**src/rtl/clock_pkg.sv**
```systemverilog
// Shared types and constants for the digital-clock time-keeping and mode controller.
// Field widths, default wrap limits and the mode state encoding live here.
package clock_pkg;

  localparam int HOUR_W  = 5;
  localparam int MIN_W   = 6;
  localparam int SEC_W   = 6;
  localparam int STATE_W = 3;

  localparam int unsigned HOUR_MAX_DEF = 23;
  localparam int unsigned MIN_MAX_DEF  = 59;
  localparam int unsigned SEC_MAX_DEF  = 59;

  typedef enum logic [STATE_W-1:0] {
    ST_RUN      = 3'd0,
    ST_SET_HOUR = 3'd1,
    ST_SET_MIN  = 3'd2,
    ST_SET_SEC  = 3'd3
  } mode_e;

  // Mode key walks the ring RUN -> SET_HOUR -> SET_MIN -> SET_SEC -> RUN.
  function automatic mode_e next_mode(mode_e s);
    case (s)
      ST_RUN:      return ST_SET_HOUR;
      ST_SET_HOUR: return ST_SET_MIN;
      ST_SET_MIN:  return ST_SET_SEC;
      default:     return ST_RUN;
    endcase
  endfunction

  function automatic logic is_set(mode_e s);
    return (s != ST_RUN);
  endfunction

endpackage

```
**src/rtl/clock_mode_ctrl_if.sv**
```systemverilog
// Signal bundle between the clock controller and its surroundings: run/tick/keys
// in, time fields, blink mask, day carry, divider enable and debug state out.
interface clock_mode_ctrl_if;
  import clock_pkg::*;

  logic               run_en;
  logic               tick;
  logic               key_mode;
  logic               key_inc;
  logic               div_en;
  logic [HOUR_W-1:0]  hour;
  logic [MIN_W-1:0]   minute;
  logic [SEC_W-1:0]   second;
  logic [2:0]         blink;
  logic               carry_day;
  logic [STATE_W-1:0] state;

  modport master (
    output run_en, tick, key_mode, key_inc,
    input  div_en, hour, minute, second, blink, carry_day, state
  );

  modport slave (
    input  run_en, tick, key_mode, key_inc,
    output div_en, hour, minute, second, blink, carry_day, state
  );

endinterface

```
**src/rtl/wrap_counter.sv**
```systemverilog
// Modulo-(MAX+1) up counter with synchronous clear; carry flags the MAX -> 0 step
// so several instances can be chained into a time-of-day counter.
module wrap_counter #(
  parameter int unsigned MAX   = 59,
  parameter int          WIDTH = 6
) (
  input  logic             clk,
  input  logic             rst_n,
  input  logic             inc,
  input  logic             clr,
  output logic [WIDTH-1:0] value,
  output logic             carry
);

  localparam logic [WIDTH-1:0] MAX_V = WIDTH'(MAX);

  logic at_max;

  assign at_max = (value == MAX_V);
  assign carry  = inc & at_max;

  // NOTE: state registers use non-blocking assignments so every flop samples
  // pre-edge values, independent of process ordering in simulation.
  always_ff @(posedge clk or negedge rst_n) begin
    if (!rst_n) begin
      value <= '0;
    end else if (clr) begin
      value <= '0;
    end else if (inc) begin
      value <= at_max ? '0 : value + WIDTH'(1);
    end
  end

endmodule

```
**src/rtl/clock_mode_ctrl.sv**
```systemverilog
// Time-keeping and RUN/SET mode controller: keeps hh:mm:ss from the 1 Hz tick,
// lets two keys edit the fields, and drives the divider enable and blink mask.
module clock_mode_ctrl
  import clock_pkg::*;
#(
  parameter int unsigned HOUR_MAX = HOUR_MAX_DEF,
  parameter int unsigned MIN_MAX  = MIN_MAX_DEF,
  parameter int unsigned SEC_MAX  = SEC_MAX_DEF
) (
  input  logic             CLK_50,
  input  logic             reset_en,
  clock_mode_ctrl_if.slave bus
);

  localparam logic [HOUR_W-1:0] HOUR_MAX_V = HOUR_W'(HOUR_MAX);
  localparam logic [MIN_W-1:0]  MIN_MAX_V  = MIN_W'(MIN_MAX);
  localparam logic [SEC_W-1:0]  SEC_MAX_V  = SEC_W'(SEC_MAX);

  mode_e             state_q, state_d;
  logic              key_mode_q, key_inc_q;
  logic              press_mode, press_inc;
  logic              blink_phase_q;
  logic              div_en_q;
  logic              carry_day_q;
  logic [2:0]        blink_d;

  logic              run_tick, edit_inc;
  logic              sec_inc, sec_clr, min_inc, hour_inc;
  logic              sec_carry, min_carry, hour_carry;
  logic [HOUR_W-1:0] hour_v;
  logic [MIN_W-1:0]  min_v;
  logic [SEC_W-1:0]  sec_v;

  // Keys are already debounced and synchronous; one press per rising edge.
  assign press_mode = bus.key_mode & ~key_mode_q;
  assign press_inc  = bus.key_inc  & ~key_inc_q;

  always_ff @(posedge CLK_50 or negedge reset_en) begin
    if (!reset_en) begin
      key_mode_q <= 1'b0;
      key_inc_q  <= 1'b0;
    end else begin
      key_mode_q <= bus.key_mode;
      key_inc_q  <= bus.key_inc;
    end
  end

  always_ff @(posedge CLK_50 or negedge reset_en) begin
    if (!reset_en) state_q <= ST_RUN;
    else           state_q <= state_d;
  end

  // A mode press in a SET state swallows a simultaneous inc press.
  assign run_tick = (state_q == ST_RUN) && bus.run_en && bus.tick;
  assign edit_inc = press_inc && !press_mode;

  // NOTE: every always_comb output gets a default first, so no path leaves a
  // signal unassigned and no latch is inferred.
  always_comb begin
    state_d  = state_q;
    sec_inc  = 1'b0;
    sec_clr  = 1'b0;
    min_inc  = 1'b0;
    hour_inc = 1'b0;

    if (press_mode) state_d = next_mode(state_q);

    case (state_q)
      ST_RUN: begin
        sec_inc  = run_tick;
        min_inc  = sec_carry;
        hour_inc = min_carry;
      end
      ST_SET_HOUR: hour_inc = edit_inc;
      ST_SET_MIN:  min_inc  = edit_inc;
      ST_SET_SEC:  sec_clr  = edit_inc;
      default: ;
    endcase
  end

  wrap_counter #(.MAX(SEC_MAX), .WIDTH(SEC_W)) u_sec (
    .clk   (CLK_50),
    .rst_n (reset_en),
    .inc   (sec_inc),
    .clr   (sec_clr),
    .value (sec_v),
    .carry (sec_carry)
  );

  wrap_counter #(.MAX(MIN_MAX), .WIDTH(MIN_W)) u_min (
    .clk   (CLK_50),
    .rst_n (reset_en),
    .inc   (min_inc),
    .clr   (1'b0),
    .value (min_v),
    .carry (min_carry)
  );

  wrap_counter #(.MAX(HOUR_MAX), .WIDTH(HOUR_W)) u_hour (
    .clk   (CLK_50),
    .rst_n (reset_en),
    .inc   (hour_inc),
    .clr   (1'b0),
    .value (hour_v),
    .carry (hour_carry)
  );

  // Hour inc in a SET state can also wrap, so only a running rollover counts as a day.
  always_ff @(posedge CLK_50 or negedge reset_en) begin
    if (!reset_en) begin
      carry_day_q   <= 1'b0;
      div_en_q      <= 1'b0;
      blink_phase_q <= 1'b0;
    end else begin
      carry_day_q <= run_tick && hour_carry;
      div_en_q    <= ((state_q == ST_RUN) && bus.run_en) || is_set(state_q);
      if (state_d != state_q)
        blink_phase_q <= 1'b0;
      else if (is_set(state_q) && bus.tick)
        blink_phase_q <= ~blink_phase_q;
    end
  end

  always_comb begin
    blink_d = 3'b000;
    case (state_q)
      ST_SET_HOUR: blink_d[2] = blink_phase_q;
      ST_SET_MIN:  blink_d[1] = blink_phase_q;
      ST_SET_SEC:  blink_d[0] = blink_phase_q;
      default: ;
    endcase
  end

  assign bus.hour      = hour_v;
  assign bus.minute    = min_v;
  assign bus.second    = sec_v;
  assign bus.blink     = blink_d;
  assign bus.carry_day = carry_day_q;
  assign bus.div_en    = div_en_q;
  assign bus.state     = state_q;

  a_hour_range: assert property (@(posedge CLK_50) disable iff (!reset_en)
    hour_v <= HOUR_MAX_V);
  a_min_range: assert property (@(posedge CLK_50) disable iff (!reset_en)
    min_v <= MIN_MAX_V);
  a_sec_range: assert property (@(posedge CLK_50) disable iff (!reset_en)
    sec_v <= SEC_MAX_V);
  a_day_pulse: assert property (@(posedge CLK_50) disable iff (!reset_en)
    carry_day_q |=> !carry_day_q);

endmodule
```
**src/flat_wrapper.sv**
```systemverilog
// flat-port wrapper written by rule: the top's interface ports become plain ports
module clock_mode_ctrl_flat import clock_pkg::*;
#(
  parameter int unsigned HOUR_MAX = HOUR_MAX_DEF,
  parameter int unsigned MIN_MAX  = MIN_MAX_DEF,
  parameter int unsigned SEC_MAX  = SEC_MAX_DEF
)
  (CLK_50, reset_en, bus_run_en, bus_tick, bus_key_mode, bus_key_inc, bus_div_en, bus_hour, bus_minute, bus_second, bus_blink, bus_carry_day, bus_state);
  clock_mode_ctrl_if bus_i ();
  input  logic CLK_50;
  input  logic reset_en;
  input wire logic [$bits(bus_i.run_en)-1:0] bus_run_en;
  input wire logic [$bits(bus_i.tick)-1:0] bus_tick;
  input wire logic [$bits(bus_i.key_mode)-1:0] bus_key_mode;
  input wire logic [$bits(bus_i.key_inc)-1:0] bus_key_inc;
  output wire logic [$bits(bus_i.div_en)-1:0] bus_div_en;
  output wire logic [$bits(bus_i.hour)-1:0] bus_hour;
  output wire logic [$bits(bus_i.minute)-1:0] bus_minute;
  output wire logic [$bits(bus_i.second)-1:0] bus_second;
  output wire logic [$bits(bus_i.blink)-1:0] bus_blink;
  output wire logic [$bits(bus_i.carry_day)-1:0] bus_carry_day;
  output wire logic [$bits(bus_i.state)-1:0] bus_state;
  assign bus_i.run_en = bus_run_en;
  assign bus_i.tick = bus_tick;
  assign bus_i.key_mode = bus_key_mode;
  assign bus_i.key_inc = bus_key_inc;
  assign bus_div_en = bus_i.div_en;
  assign bus_hour = bus_i.hour;
  assign bus_minute = bus_i.minute;
  assign bus_second = bus_i.second;
  assign bus_blink = bus_i.blink;
  assign bus_carry_day = bus_i.carry_day;
  assign bus_state = bus_i.state;
  clock_mode_ctrl #(.HOUR_MAX(HOUR_MAX), .MIN_MAX(MIN_MAX), .SEC_MAX(SEC_MAX)) u_core (.CLK_50(CLK_50), .reset_en(reset_en), .bus(bus_i));
endmodule
```
**config.mk**
```make
export PLATFORM = sky130hd
export DESIGN_NAME = clock_mode_ctrl_flat
export DESIGN_NICKNAME = d
export VERILOG_FILES = /design/src/rtl/clock_pkg.sv /design/src/rtl/clock_mode_ctrl_if.sv /design/src/rtl/wrap_counter.sv /design/src/rtl/clock_mode_ctrl.sv /design/src/flat_wrapper.sv
export SDC_FILE = /design/constraint.sdc
export NUM_CORES = 1
export LEC_CHECK = 0
export ABC_AREA = 0
export BUFFER_PORTS_ARGS = -buffer_cell sky130_fd_sc_hd__buf_2
export CORE_MARGIN = 2
export CORE_UTILIZATION = 44
export DETAILED_ROUTE_END_ITERATION = 8
export PLACE_DENSITY_LB_ADDON = 0.1
export SLEW_MARGIN = 25
export SYNTH_ARGS = -nofsm -noshare
export SYNTH_HDL_FRONTEND = slang
export SYNTH_HIERARCHICAL = 1
export SYNTH_SLANG_ARGS = --single-unit
```
**constraint.sdc**
```tcl
create_clock -name CLK_50 -period 5.45 [get_ports CLK_50]
set_input_delay 0.8175 -clock CLK_50 [delete_from_list [all_inputs] [get_ports CLK_50]]
set_output_delay 0.8175 -clock CLK_50 [all_outputs]
set_load 0.05 [all_outputs]
```
==> results.cfg <==
[die]
die_w_um = 58.5
num_io_pins = 31
rows = 19
dieArea_mm2 = 0.00343
fp.dieH_um = 58.5
coreArea_mm2 = 0.00278
initial_core_util_pct = 47.1

[synthesis]
synthTopCellsByArea = dfrtp_1 (48%), nand3_1 (4.6%), nor2_1 (4.0%)
yosysTopAreaCell = dfrtp_1
yosys_warnings = 6
async_flop_share_pct = 100
syn_avg_cell_area_um2 = 10.1
yosysUniqueCellTypes = 35
synth_seq_cells = 25
synth_flop_cell = dfrtp_1
synth_edf_count = 0
syn-instance-count = 129
synthTopCellsByCount = dfrtp_1 (25), nor2_1 (14), nand3_1 (12)
synth_top_cell_area_share_pct = 47.8
syn_area_mm2 = 0.00131
yosysMostFrequentCell = dfrtp_1
yosysSeqAreaShare_pct = 47.8

[timing]
fin_worst_skew_ns = 0.0115
setup_ws_ns = 2.50
grt_setup_unrepaired = no
fmax_mhz = 338
worstMarginPinSlew_ns = 0.912
setup_viol = 0
final-hold-violation-count = 0
slew_viol_final = 0
period_needed_ns = 2.95
tns_ns = 0
slew_headroom_pct = 38.7
min_period_over_period_pct = 54.2

[clocking]
clock_latency_ns = 0.32
cts_tree = done
cts.sinks = 25
cts_root_buffer = clkbuf_4
cts_buffer_depth = 2
clkTransAtPathRegs_ns = 0.14
cts_made_buffers = 3
cts_hold_buffers = 0
cts_resized = 0
cts_setup_buffers = 0
htree_levels = 1

[detailed_routing]
postRouteAntennaNets = 0
viasPerCell = 5.40
first_pass_iters = 4
totalWireLength_mm = 2.65
num_vias = 1101
drt_iter0_markers = 44
detail_route.wl_per_cell_um = 13.0
drc = 0

[placed_design]
io_buffers = 30
placed_area_mm2 = 0.00153
dp_slack_ns = 2.35
dp_hpwl_mm = 1.97
dp_cells = 200
gp_congestion = 0.742

[critical_path]
required_ns = 5.72
crit_path_max_fanout = 8
r2r_slack_ns = 2.50
startpoint_type = flop
r2r_end = u_core/bus.carry_day$_DFF_PN0_
crit_path_end_kind = flop
critPathArrivalTime_ns = 3.22
worst_r2r_path_depth = 14
worstReg2RegStart = u_core/bus.state[0]$_DFF_PN0_
path_class = reg2reg

[cells_and_area]
area_growth_pct = 18.7
final_cells = 204
diodes = 0
final_area_mm2 = 0.00155
layout.nets = 183
drive_gt1_share_pct = 23.7

[global_routing]
grt_start_max_net_pins = 26
overflow = 0
grt_pass1_vias = 973
grt_first_pass_wirelength_mm = 4.40
antenna_found_initial = 0
grt.total_usage_pct = 16.7

[flow_run]
maxCapViolCount = 0

[worst_hold_path]
hold_path.class = in2async

[pwr]
p_leak_nw = 0.777
finalPower_mw = 0.570
peakVddDrop_v = 0.000340
p_per_area_mw_per_mm2 = 367

[run_status]
status = finished, final reports clean
-- state kept, by name (all words and copies together) (netlist names) --
signal and flops:
u_core/bus.state 3, u_core/key_inc_q 1, u_core/u_sec/value 6, u_core/key_mode_q 1, u_core/blink_phase_q 1, u_core/bus.div_en 1
u_core/bus.carry_day 1, u_core/u_hour/value 5, u_core/u_min/value 6
-- stage by stage --
step | util, % | hold WS [ns]
after floorplan | - | 0.522
after global placement | 54.9 | 0.527
after detailed placement | 54.9 | 0.548
after CTS | 55.9 | 0.470
after global routing | 55.9 | 0.504
final | 55.9 | 0.460
-- cells in the final DEF, fill, tap and decap left out, drive strengths merged --
| cell type | netlist | layout |
|---|---|---|
| a211o | 1 | 1 |
| a21bo | 1 | 1 |
| nor3b | 1 | 1 |
| nand3b | 3 | 3 |
| mux2i | 5 | 5 |
| clkbuf | 0 | 3 |
| conb | 1 | 13 |
| o21ai | 9 | 9 |
| or3b | 1 | 1 |
| a22o | 2 | 2 |
| o31ai | 5 | 5 |
| a21oi | 3 | 3 |
| nor2b | 4 | 4 |
| ha | 3 | 3 |
| and4b | 2 | 2 |
| dfrtp | 25 | 25 |
| nand4 | 2 | 2 |
| nor2 | 14 | 14 |
| a211oi | 2 | 2 |
| or3 | 1 | 1 |
| inv | 1 | 1 |
| clkinv | 0 | 1 |
| and3 | 3 | 3 |
| or2 | 1 | 1 |
| xnor2 | 2 | 2 |
| nor3 | 1 | 1 |
| o311ai | 4 | 4 |
| buf | 2 | 30 |
| and4 | 1 | 1 |
| and2 | 2 | 2 |
| nand2 | 11 | 11 |
| nand2b | 4 | 4 |
| nand3 | 12 | 12 |
-- report_power, final --
group	leakage [nW]	internal [mW]	total [mW]	switching, mW
Sequential	0.318	0.213	0.254	0.0402
Clock	0.0177	0.0274	0.0819	0.0545
Combinational	0.441	0.0641	0.235	0.171
Total	0.777	0.305	0.570	0.266
-- final cells by class --
class	instances	area (um2)
flip-flops and latches	25	626
repair buffers	30	150
fillers	277	1230
clock inverters	1	5.00
clock buffers	3	22.5
multi-input cells	113	708
well taps	31	38.8
inverters	1	3.75
-- logic make-up after synthesis --
family	Yosys count	share of synthesized area, %
and+or+nand+nor	63	25.6
AOI/OAI and AO/OA	27	16.7
DFF	25	47.8
muxes	5	3.82
adders and majority gates	3	2.87
buffers and inverters	3	1.53
xor gates and xnor gates	2	1.34
other	1	0.287
-- routing by layer --
layer,vias to the layer above,part of all wire [%],track usage [%]
li1,551,-,-
met2,28,47,28.1
met4,0,0.64,1.99
met3,2,5.6,4.40
met1,520,46,22.3
met5,-,0,0
-- critical path, stage by stage (launching register included) --
cell and delay (ns):
dfrtp_1 0.49, or2_4 0.29, nor2_1 0.11, and3_1 0.26
nand2_1 0.11, nor2b_1 0.15, nand3_1 0.08, o31ai_1 0.16
nand2_1 0.17, nor2b_1 0.15, nand3b_1 0.08, o21ai_0 0.34
nand4_1 0.17, nor2_1 0.15, and4_1 0.20
-- how the worst max path moves through the flow --
stage                                             start                        endpoint  slack, ns  cells after the start
after floorplan           u_core/bus.state[0]$_DFF_PN0_                    bus_blink[2]       2.53                      2
after global placement                     bus_key_mode  u_core/bus.carry_day$_DFF_PN0_       2.53                     11
after detailed placement                   bus_key_mode  u_core/bus.carry_day$_DFF_PN0_       2.35                     11
after CTS                 u_core/bus.state[0]$_DFF_PN0_  u_core/bus.carry_day$_DFF_PN0_       2.47                     14
after global routing      u_core/bus.state[0]$_DFF_PN0_  u_core/bus.carry_day$_DFF_PN0_       2.19                     14
final                     u_core/bus.state[0]$_DFF_PN0_  u_core/bus.carry_day$_DFF_PN0_       2.50                     14
(Power assumes the default switching activity.)
